`src/rtl/apb_cmd_master.sv`:
```
// APB master that pops {write, addr, wdata} commands from a show-ahead FIFO,
// runs one SETUP/ACCESS transfer per command and pushes an {err, rdata} response.
module apb_cmd_master #(
    parameter int ADDR_WIDTH = 32,
    parameter int DATA_WIDTH = 32,
    parameter int TIMEOUT    = 16,
    parameter int CMD_WIDTH  = ADDR_WIDTH + DATA_WIDTH + 1
) (
    input  logic                  rclk,
    input  logic                  reset,
    input  logic [CMD_WIDTH-1:0]  cmd_rdata,
    input  logic                  cmd_r_empty,
    output logic                  cmd_ren,
    output logic [DATA_WIDTH:0]   rsp_wdata,
    input  logic                  rsp_w_full,
    output logic                  rsp_wen,
    output logic [ADDR_WIDTH-1:0] paddr,
    output logic                  psel,
    output logic                  penable,
    output logic                  pwrite,
    output logic [DATA_WIDTH-1:0] pwdata,
    input  logic [DATA_WIDTH-1:0] prdata,
    input  logic                  pready,
    input  logic                  pslverr,
    output logic                  busy,
    output logic [15:0]           txn_count
);

    localparam int TW = (TIMEOUT > 0) ? $clog2(TIMEOUT + 1) : 1;
    localparam logic [TW-1:0] TO_LAST = (TIMEOUT > 0) ? TW'(TIMEOUT - 1) : '0;

    typedef enum logic [1:0] {IDLE, SETUP, ACCESS, RESP} state_t;

    state_t                state_reg, state_next;
    logic [TW-1:0]         tmo_reg;
    logic [ADDR_WIDTH-1:0] paddr_reg;
    logic                  pwrite_reg;
    logic [DATA_WIDTH-1:0] pwdata_reg;
    logic [DATA_WIDTH:0]   rsp_reg;
    logic [15:0]           txn_reg;
    logic [DATA_WIDTH-1:0] rdata_sel;
    logic                  timed_out;

    // tmo_reg counts the wait cycles already spent, so it equals TIMEOUT-1
    // exactly on the TIMEOUT-th ACCESS cycle.
    assign timed_out = (TIMEOUT > 0) && (tmo_reg == TO_LAST);
    assign rdata_sel = pwrite_reg ? '0 : prdata;

    always_comb begin
        state_next = state_reg;
        cmd_ren    = 1'b0;
        rsp_wen    = 1'b0;
        case (state_reg)
            IDLE: begin
                if (!cmd_r_empty) begin
                    cmd_ren    = 1'b1;
                    state_next = SETUP;
                end
            end
            SETUP:  state_next = ACCESS;
            ACCESS: begin
                if (pready || timed_out) begin
                    state_next = RESP;
                end
            end
            RESP: begin
                if (!rsp_w_full) begin
                    rsp_wen    = 1'b1;
                    state_next = IDLE;
                end
            end
            default: state_next = IDLE;
        endcase
    end

    always_ff @(posedge rclk) begin
        if (reset) begin
            state_reg  <= IDLE;
            tmo_reg    <= '0;
            paddr_reg  <= '0;
            pwrite_reg <= 1'b0;
            pwdata_reg <= '0;
            rsp_reg    <= '0;
            txn_reg    <= '0;
        end else begin
            state_reg <= state_next;
            if (cmd_ren) begin
                pwrite_reg <= cmd_rdata[CMD_WIDTH-1];
                paddr_reg  <= cmd_rdata[DATA_WIDTH +: ADDR_WIDTH];
                pwdata_reg <= cmd_rdata[CMD_WIDTH-1] ? cmd_rdata[DATA_WIDTH-1:0] : '0;
                tmo_reg    <= '0;
            end
            if (state_reg == ACCESS) begin
                // A ready slave takes priority over a timeout expiring in the same cycle.
                if (pready) begin
                    rsp_reg <= {pslverr, rdata_sel};
                end else begin
                    tmo_reg <= tmo_reg + 1'b1;
                    if (timed_out) begin
                        rsp_reg <= {1'b1, {DATA_WIDTH{1'b0}}};
                    end
                end
            end
            if (rsp_wen) begin
                txn_reg <= txn_reg + 16'd1;
            end
        end
    end

    assign psel      = (state_reg == SETUP) || (state_reg == ACCESS);
    assign penable   = (state_reg == ACCESS);
    assign busy      = (state_reg != IDLE);
    assign paddr     = paddr_reg;
    assign pwrite    = pwrite_reg;
    assign pwdata    = pwdata_reg;
    assign rsp_wdata = rsp_reg;
    assign txn_count = txn_reg;

endmodule

```
`config.mk`:
```
export PLATFORM = sky130hd
export DESIGN_NAME = apb_cmd_master
export DESIGN_NICKNAME = d
export VERILOG_FILES = /design/src/rtl/apb_cmd_master.sv
export SDC_FILE = /design/constraint.sdc
export NUM_CORES = 1
export LEC_CHECK = 0
export ABC_AREA = 1
export ABC_CLOCK_PERIOD_IN_PS = 1900
export CAP_MARGIN = 10
export CORE_ASPECT_RATIO = 1.2
export CORE_MARGIN = 1
export CORE_UTILIZATION = 40
export CTS_CLUSTER_SIZE = 10
export DETAILED_ROUTE_END_ITERATION = 8
export GPL_TIMING_DRIVEN = 0
export PLACE_DENSITY = 0.75
export SYNTH_ARGS = -nofsm -noshare
export SYNTH_HDL_FRONTEND = slang
export SYNTH_SLANG_ARGS = --single-unit
export TNS_END_PERCENT = 30
```
`constraint.sdc`:
```
create_clock -name rclk -period 1.9 [get_ports rclk]
set_clock_uncertainty 0.15 [all_clocks]
set_input_delay 0.285 -clock rclk [delete_from_list [all_inputs] [get_ports rclk]]
set_output_delay 0.285 -clock rclk [all_outputs]
set_load 0.005 [all_outputs]
```
==> results of run 1 <==
## Yosys cell counts, drive strengths merged
cell type / count
xor2: 3
a211oi: 1
o21a: 1
nand3: 39
nand4: 4
buf: 21
ha: 6
and3: 1
nor3: 6
inv: 28
or2: 1
nor2: 98
dfxtp: 121
a21oi: 78
o21ai: 44
nand2: 131
nor3b: 1
clkbuf: 14
## cells in the final DEF, fill, tap and decap left out, types with 7 or more instances in the layout
cell,netlist,routed
buf_4,7,15
clkdlybuf4s50_1,0,216
nor2_1,91,90
a21oi_1,78,78
clkbuf_16,0,17
nand3_1,37,37
o21ai_1,7,7
inv_1,22,20
o21ai_0,36,36
dfxtp_1,121,118
clkbuf_1,14,14
nand2_1,130,130
## cell families (layout without fill, tap and decap cells)
group	after synthesis	in the layout	share of synthesized area, %
AND/OR/NAND/NOR	281	281	25.3
AO/OA/AOI/OAI	124	124	13.7
flip-flops	121	121	52.7
buffers and inverters	63	319	6.04
adder cells (fa/ha/maj)	6	6	1.63
XOR/XNOR	3	3	0.572
## final cells by class
class                      instances  area, um^2  area share (%)
clock buffer                      23         488            6.34
clock inverter                     8         118            1.53
inverter                          28         110            1.43
tap                              154         193            2.50
buffer                            35         205            2.66
multi-input combinational        414        1930            25.0
sequential                       121        2430            31.5
timing repair buffer             225        2230            29.0
## path summary, 6_finish.rpt
kind                                endpoint  slack (ps)  depth (start not counted)
hold / removal       pwdata[23]$_SDFFE_PP0P_         270                          3
setup / recovery                     rsp_wen          60                          4
hold reg to reg   rsp_wdata[30]$_SDFFE_PP0P_         310                          2
setup reg to reg  rsp_wdata[24]$_SDFFE_PP0P_         100                          8
## where the power goes
| group | switching (mW) | leakage (nW) | internal (mW) |
|---|---|---|---|
| registers | 0.194 | 0.987 | 2.90 |
| logic | 1.02 | 1.61 | 1.17 |
| clock network | 1.11 | 0.299 | 2.18 |
| total | 2.32 | 2.89 | 6.26 |
## layer usage
layer / track usage [%] / vias to the layer above
met4: 9.74 / 0
met5: 0 / -
li1: - / 2431
met2: 43.1 / 170
met1: 25.9 / 2318
met3: 9.68 / 22
## through the flow
stage	utilization, %	hold slack [ps]	worst slack, ps	total power, mW
detailed placement	63.1	305	-458	5.21
global placement	63.1	301	-451	5.15
CTS	69.1	262	21.1	8.60
global route	69.4	280	-27.1	9.01
finish	69.4	273	60.5	8.58
floorplan	-	270	261	3.97
## what timing repair did
action / 4_1_cts / 5_1_grt
setup endpoints to repair: 26 / 44
endpoints found under the hold margin: 0 / 0
pin swaps: 2 / 0
resized for setup: 21 / 19
setup buffers: 4 / 0
## worst max-delay path, delay by kind of cell (launching register included)
family / cells / cell delay [ps]
DFF: 1 / 350
and+or+nand+nor: 1 / 100
adders and majority gates: 1 / 210
buffers and inverters: 2 / 330
==> impl_metrics.csv, run 1 <==
group,metric,value,unit
timing,tightest_slew,574,ps
clock_tree,htree_levels,4,
clock_tree,cts.sinks,121,
global_route,antenna_found_initial,0,
yosys,yosysTopAreaCell,"dfxtp_1",
detailed_routing,wl_met3,1190,um
floorplanning,start_util,41.4,%
detailed_routing,viasPerCell,4.90,
worst_setup_path,crit_chain,"ha_2 -> inv_1 -> nor2_4 -> dlygate4sd2_1",
detailed_routing,drtIter0Drc,180,
timing,fin_crit_sh,96.8,%
worst_setup_path,slowest_delay,350,ps
clock_tree,cts_buffers,17,
clock_tree,clkTransAtPathRegs,60,ps
floorplanning,die_area,11900,um^2
final_layout,nFillCells,884,
yosys,synth-seq-cells,121,
final_layout,final_cell_area,7700,um^2
detailed_routing,drc,0,
final_layout,drive_above_1_share,9.48,%
yosys,yosysTopAreaCellShare,52.7,%
clock_tree,cts_tree,"yes",
worst_setup_path,required,1460,ps
timing,setup_violations,0,
clock_tree,clockRootBuffer,"clkbuf_16",
timing,hold_viol_final,0,
worst_setup_path,endpoint_kind,"output port",
detailed_routing,wl_met1,5560,um
detailed_routing,met2_length,7460,um
place,placed_cells_incl_taps,973,
place,place.gp.congestion,0.784,
yosys,ys_seq_area_share,52.7,%
pwr,p_leak,2.89,nW
floorplanning,die_h,119,um
pwr,ir_drop,0.000662,V
detailed_routing,drtAntennaViolNets,0,
hold_path,hold_class,"input port to register",
final_layout,diodes,0,
clock_tree,clk_latency,410,ps
outcome,outcome,"completed",
floorplanning,rows,42,
global_route,grt_usage,24.5,%
floorplanning,ios,222,
worst_setup_path,crit_arrival,1400,ps
timing,setup_tns,0,ps
detailed_routing,num_vias,4941,
place,port_buffers,221,
run,cap_violations,0,
global_route,grt_max_degree,17,
floorplanning,die_x,99.9,um
final_layout,largest_reg_flops,33,
yosys,syn-num-nets,707,
detailed_routing,maxUsedRoutingLayer,"met4",
worst_setup_path,r2r-start,"tmo_reg[0]$_SDFF_PP0_",
final_layout,final_cells,1008,
worst_setup_path,start_kind,"register",
clock_tree,cts-hold-fix-buffers,0,
global_route,grt_overflow,0,
yosys,yosys-top-cells-area,"dfxtp_1 (53%), nand2_1 (11%), a21oi_1 (8.5%)",
yosys,avgSynthCellArea,7.69,um^2
timing,slew_violations,0,
yosys,synthCells,598,
yosys,netlist_area,4600,um^2
detailed_routing,drt-total-wl,14500,um
floorplanning,core-area,11100,um^2
clock_tree,clk_path_buf_depth,2,
worst_setup_path,crit_path_start,"state_reg[1]$_SDFFE_PP0P_",
yosys,yosys_warnings,0,
hold_path,hp-start,"cmd_rdata[23]",
timing,rsz0062_at_grt,"true",
yosys,ys_types,27,
timing,fmax,0.544,GHz
place,place_area,7000,um^2
pwr,power_density,1110,nW/um^2
final_layout,area_growth,67.5,%
final_layout,nets,951,
detailed_routing,firstDrtPassIters,6,
detailed_routing,wl_per_cell,14.4,um
global_route,grt_first_pass_wirelength,22700,um
worst_setup_path,path_class,"register to output port",
worst_setup_path,critical_path_peak_fanout,4,
global_route,grt_pass1_vias,4917,
worst_setup_path,cpMaxStageDelayCell,"dfxtp_2",
timing,slew_headroom,61.7,%
place,hpwlAfterDp,10600,um
timing,post-route-min-period,1840,ps
Power figures use the tool's default switching activity.
==> run 2, diff against run 1 <==
--- a/config.mk
+++ b/config.mk
@@ -11,7 +11,7 @@
 export CORE_ASPECT_RATIO = 1.2
 export CORE_MARGIN = 1
 export CORE_UTILIZATION = 40
-export CTS_CLUSTER_SIZE = 10
+export CTS_BUF_LIST = sky130_fd_sc_hd__clkbuf_4 sky130_fd_sc_hd__clkbuf_8
 export DETAILED_ROUTE_END_ITERATION = 8
 export GPL_TIMING_DRIVEN = 0
 export PLACE_DENSITY = 0.75
==> run 2 against run 1 <==
Against the previous run:
- register-to-register slack about the same
- core utilization down 1.6 points
- cell count barely moved
- largest cell class unchanged
- first-iteration DRC count grew 1.7%
- via count shrank 0.77%
==> impl_metrics.csv, run 2 (synthesized netlist as in run 1, its figures left out) <==
group,metric,value,unit
outcome,outcome,"completed",
floorplanning,die_area,11900,um^2
timing,rsz0062_at_grt,"true",
place,place.gp.congestion,0.784,
hold_path,hold_end,"pwdata[23]$_SDFFE_PP0P_",
final_layout,diodes,0,
pwr,power.total,7.71,mW
worst_setup_path,crit_arrival,1420,ps
timing,post-route-min-period,1850,ps
floorplanning,die_x,99.9,um
final_layout,area_growth,63.6,%
worst_setup_path,crit_path_start,"state_reg[1]$_SDFFE_PP0P_",
timing,slew_headroom,61.8,%
global_route,grt_pass1_vias,4819,
worst_setup_path,path_class,"register to output port",
hold_path,hold_path_depth,3,
pwr,p_leak,2.80,nW
detailed_routing,drt-total-wl,14300,um
detailed_routing,firstDrtPassIters,6,
timing,whs,239,ps
timing,fin_crit_sh,97.5,%
floorplanning,ios,222,
run,cap_violations,0,
global_route,grt_first_pass_wirelength,22300,um
final_layout,drive_above_1_share,9.96,%
pwr,power_density,1030,nW/um^2
global_route,grt_overflow,0,
worst_setup_path,reg2reg_to,"pwdata[5]$_SDFFE_PP0P_",
timing,fmax,0.540,GHz
final_layout,largest_reg_flops,33,
hold_path,hold_class,"input port to register",
clock_tree,clkTransAtPathRegs,70,ps
timing,hold_viol_final,0,
place,port_buffers,221,
final_layout,nets,950,
floorplanning,start_util,41.4,%
clock_tree,clockRootBuffer,"clkbuf_8",
timing,tightest_slew,573,ps
detailed_routing,viasPerCell,4.87,
clock_tree,cts_buffers,17,
final_layout,layout_common_cells,"clkdlybuf4s50_1 (216), nand2_1 (130), dfxtp_1 (116)",
place,hpwlAfterDp,10600,um
worst_setup_path,critical_path_peak_fanout,4,
clock_tree,cts_tree,"yes",
detailed_routing,drtAntennaViolNets,0,
clock_tree,cts.sinks,121,
floorplanning,core-area,11100,um^2
floorplanning,rows,42,
worst_setup_path,endpoint_kind,"output port",
worst_setup_path,r2r_cells,9,
final_layout,nFillCells,916,
global_route,grt_max_degree,17,
pwr,ir_drop,0.000643,V
worst_setup_path,start_kind,"register",
detailed_routing,drc,0,
detailed_routing,num_vias,4903,
clock_tree,clk_latency,440,ps
worst_setup_path,r2r_setup_slack,100,ps
global_route,antenna_found_initial,0,
timing,slew_violations,0,
clock_tree,clk_path_buf_depth,2,
global_route,grt_usage,24.2,%
worst_setup_path,r2r-start,"state_reg[1]$_SDFFE_PP0P_",
final_layout,layout_commonest_cell,"clkdlybuf4s50_1",
clock_tree,htree_levels,4,
detailed_routing,drtIter0Drc,183,
detailed_routing,wl_per_cell,14.2,um
floorplanning,die_h,119,um
timing,setup_violations,0,
worst_setup_path,required,1460,ps
hold_path,hp-start,"cmd_rdata[23]",
-- run 2: cell count changes in the layout (fill, tap and decap cells not counted), moves of 2 or more --
cell / before / now
clkbuf_8: 5 / 22
dfxtp_2: 3 / 5
clkbuf_16: 17 / 0
dfxtp_1: 118 / 116
clkbuf_4: 2 / 4
-- run 2: per-stage QoR --
step                cells  TNS [ps]  setup WS, ps  cell area (um^2)  utilization, %
finish               1007         0          47.9              7520            67.8
global route         1007      -254         -55.6              7520            67.8
CTS                  1007         0          6.02              7480            67.4
detailed placement    973     -1140          -458              7000            63.1
global placement      973      -604          -451              7000            63.1
floorplan             598         0           261              4600               -
-- run 2: timing repair --
item | CTS | global route
resized for setup | 23 | 21
hold buffers | 0 | 0
setup buffers | 3 | 0
endpoints found under the hold margin | 0 | 0
setup endpoints to repair | 7 | 52
pin swaps | 3 | 2
-- run 2: power breakdown --
part,leakage [nW],internal (mW),switching (mW)
sequential,0.988,2.90,0.196
clock,0.218,1.45,1.01
combinational,1.60,1.16,1.01
-- run 2: cell type report --
cell class / count / area (um^2) / share of cell area [%]
plain buffers: 35 / 204 / 2.71
clock buffers: 23 / 304 / 4.04
clock inverters: 8 / 118 / 1.56
inverters: 28 / 113 / 1.50
multi-input cells: 414 / 1930 / 25.7
flip-flops and latches: 121 / 2430 / 32.3
well taps: 154 / 193 / 2.56
repair buffers: 224 / 2230 / 29.6
-- run 2: worst max-delay path: stages (launching register included) --
cell and delay [ps]:
dfxtp_2 350, ha_2 210, inv_1 70, nor2_4 110
clkdlybuf4s15_2 220
-- run 2: routing by layer --
metal  up-vias  track usage [%]  routed length (um)
met1      2247             25.1                5340
met5         -                0                   0
met3        34             11.4                1280
met2       194             41.8                7260
met4         0             9.65                 386
li1       2428                -                   -
-- run 2: worst max path at each step --
stage          cells past startpoint  slack (ps)                          to
3_3_place_gp                       4        -450                     cmd_ren
2_1_floorplan                      9         260  rsp_wdata[10]$_SDFFE_PP0P_
6_report                           4          50                     rsp_wen
4_1_cts                            4           6                     rsp_wen
5_1_grt                            4         -60                     rsp_wen
3_5_place_dp                       4        -460                     cmd_ren
==> run 3, diff against run 2 <==
--- a/config.mk
+++ b/config.mk
@@ -7,7 +7,6 @@
 export LEC_CHECK = 0
 export ABC_AREA = 1
 export ABC_CLOCK_PERIOD_IN_PS = 1900
-export CAP_MARGIN = 10
 export CORE_ASPECT_RATIO = 1.2
 export CORE_MARGIN = 1
 export CORE_UTILIZATION = 40
@@ -15,6 +14,7 @@
 export DETAILED_ROUTE_END_ITERATION = 8
 export GPL_TIMING_DRIVEN = 0
 export PLACE_DENSITY = 0.75
+export SETUP_SLACK_MARGIN = 0.02
 export SYNTH_ARGS = -nofsm -noshare
 export SYNTH_HDL_FRONTEND = slang
 export SYNTH_SLANG_ARGS = --single-unit
==> run 3 against run 2 <==
Against the previous run:
- via count rose by 0.51%
- count of clock-buffer cells in the layout did not move
- first-iteration DRC count fell by 12%
- critical path type unchanged
- largest cell class unchanged
- largest power group unchanged
==> impl_metrics.csv, run 3 (synthesized netlist as in run 1, its figures left out) <==
group,metric,value,unit
outcome,outcome,"completed",
floorplanning,die_h,119,um
place,port_buffers,221,
worst_setup_path,endpoint_kind,"output port",
place,place.gp.congestion,0.784,
final_layout,nets,952,
worst_setup_path,critical_path_peak_fanout,4,
final_layout,layout_common_cells,"clkdlybuf4s50_1 (216), nand2_1 (130), dfxtp_1 (112)",
place,placed_cells_incl_taps,973,
detailed_routing,wl_per_cell,14.2,um
run,cap_violations,0,
global_route,grt_overflow,0,
detailed_routing,drt-total-wl,14300,um
worst_setup_path,path_class,"register to output port",
detailed_routing,firstDrtPassIters,8,
detailed_routing,drtIter0Drc,161,
pwr,p_leak,2.81,nW
timing,slew_headroom,61.7,%
final_layout,drive_above_1_share,10.6,%
final_layout,layout_commonest_cell,"clkdlybuf4s50_1",
final_layout,final_util,68.0,%
pwr,ir_drop,0.000642,V
detailed_routing,drc,0,
floorplanning,die_area,11900,um^2
timing,hold_viol_final,0,
place,dp_slack,-458,ps
place,hpwlAfterDp,10600,um
detailed_routing,drtAntennaViolNets,0,
timing,setup_violations,0,
clock_tree,cts_tree,"yes",
final_layout,final_cells,1009,
global_route,antenna_found_initial,0,
floorplanning,rows,42,
clock_tree,cts-hold-fix-buffers,0,
hold_path,hold_class,"input port to register",
detailed_routing,num_vias,4928,
timing,rsz0062_at_grt,"true",
global_route,grt_max_degree,17,
timing,fin_crit_sh,97.3,%
final_layout,diodes,0,
floorplanning,start_util,41.4,%
clock_tree,clockRootBuffer,"clkbuf_8",
global_route,grt_first_pass_wirelength,22400,um
timing,post-route-min-period,1850,ps
global_route,grt_usage,24.3,%
timing,setup_tns,0,ps
clock_tree,htree_levels,4,
floorplanning,ios,222,
timing,tightest_slew,575,ps
worst_setup_path,start_kind,"register",
worst_setup_path,r2r_setup_slack,90,ps
floorplanning,core-area,11100,um^2
clock_tree,clk_latency,440,ps
clock_tree,cts.sinks,121,
timing,whs,240,ps
detailed_routing,viasPerCell,4.88,
final_layout,area_growth,64.1,%
timing,setup_slack,50.8,ps
timing,slew_violations,0,
timing,fmax,0.541,GHz
worst_setup_path,crit_arrival,1410,ps
clock_tree,clkTransAtPathRegs,70,ps
clock_tree,clk_path_buf_depth,2,
worst_setup_path,required,1460,ps
final_layout,largest_reg_flops,33,
clock_tree,cts_buffers,17,
global_route,grt_pass1_vias,4823,
pwr,power_density,1030,nW/um^2
floorplanning,die_x,99.9,um
-- run 3: metal layers --
layer	track usage (%)	vias to the layer above	wire (um)
met4	9.65	0	400
met2	41.9	199	7280
met5	0	-	0
met1	25.2	2259	5310
li1	-	2429	-
met3	11.4	41	1310
-- run 3: critical path: stages, from the launching register on --
cell,delay [ps]
dfxtp_2,350
ha_2,210
inv_1,60
nor2_2,130
clkdlybuf4s15_2,220
-- run 3: what timing repair did --
item / 4_1_cts / 5_1_grt
gates cloned: 0 / 0
resized for setup: 25 / 28
endpoints found under the setup margin: 26 / 72
buffers inserted: 4 / 1
pin swaps: 4 / 2
-- run 3: worst paths after layout --
check                                                start                         end  cells past startpoint
worst max-delay path             state_reg[1]$_SDFFE_PP0P_                     rsp_wen                      4
worst min-delay path                         cmd_rdata[23]     pwdata[23]$_SDFFE_PP0P_                      3
worst max register to register   state_reg[1]$_SDFFE_PP0P_      pwdata[5]$_SDFFE_PP0P_                      9
worst min register to register  rsp_wdata[30]$_SDFFE_PP0P_  rsp_wdata[30]$_SDFFE_PP0P_                      2
-- run 3: report_power, final --
| group | internal [mW] | switching [mW] | leakage [nW] |
|---|---|---|---|
| Clock | 1.45 | 1.01 | 0.218 |
| Combinational | 1.17 | 1.01 | 1.60 |
| Sequential | 2.90 | 0.196 | 0.990 |
-- run 3: layout make-up --
class,instances,area [um^2]
Multi-Input combinational cell,414,1930
Timing Repair Buffer,226,2240
Inverter,28,113
Clock inverter,8,118
Buffer,35,211
Fill cell,911,3550
Tap cell,154,193
Clock buffer,23,304
Sequential cell,121,2430
-- run 3: stage by stage --
stage               cell area [um^2]  power (mW)
finish                          7540        7.74
global route                    7540        8.18
CTS                             7490        7.75
detailed placement              7000        5.21
global placement                7000        5.15
floorplan                       4600        3.97
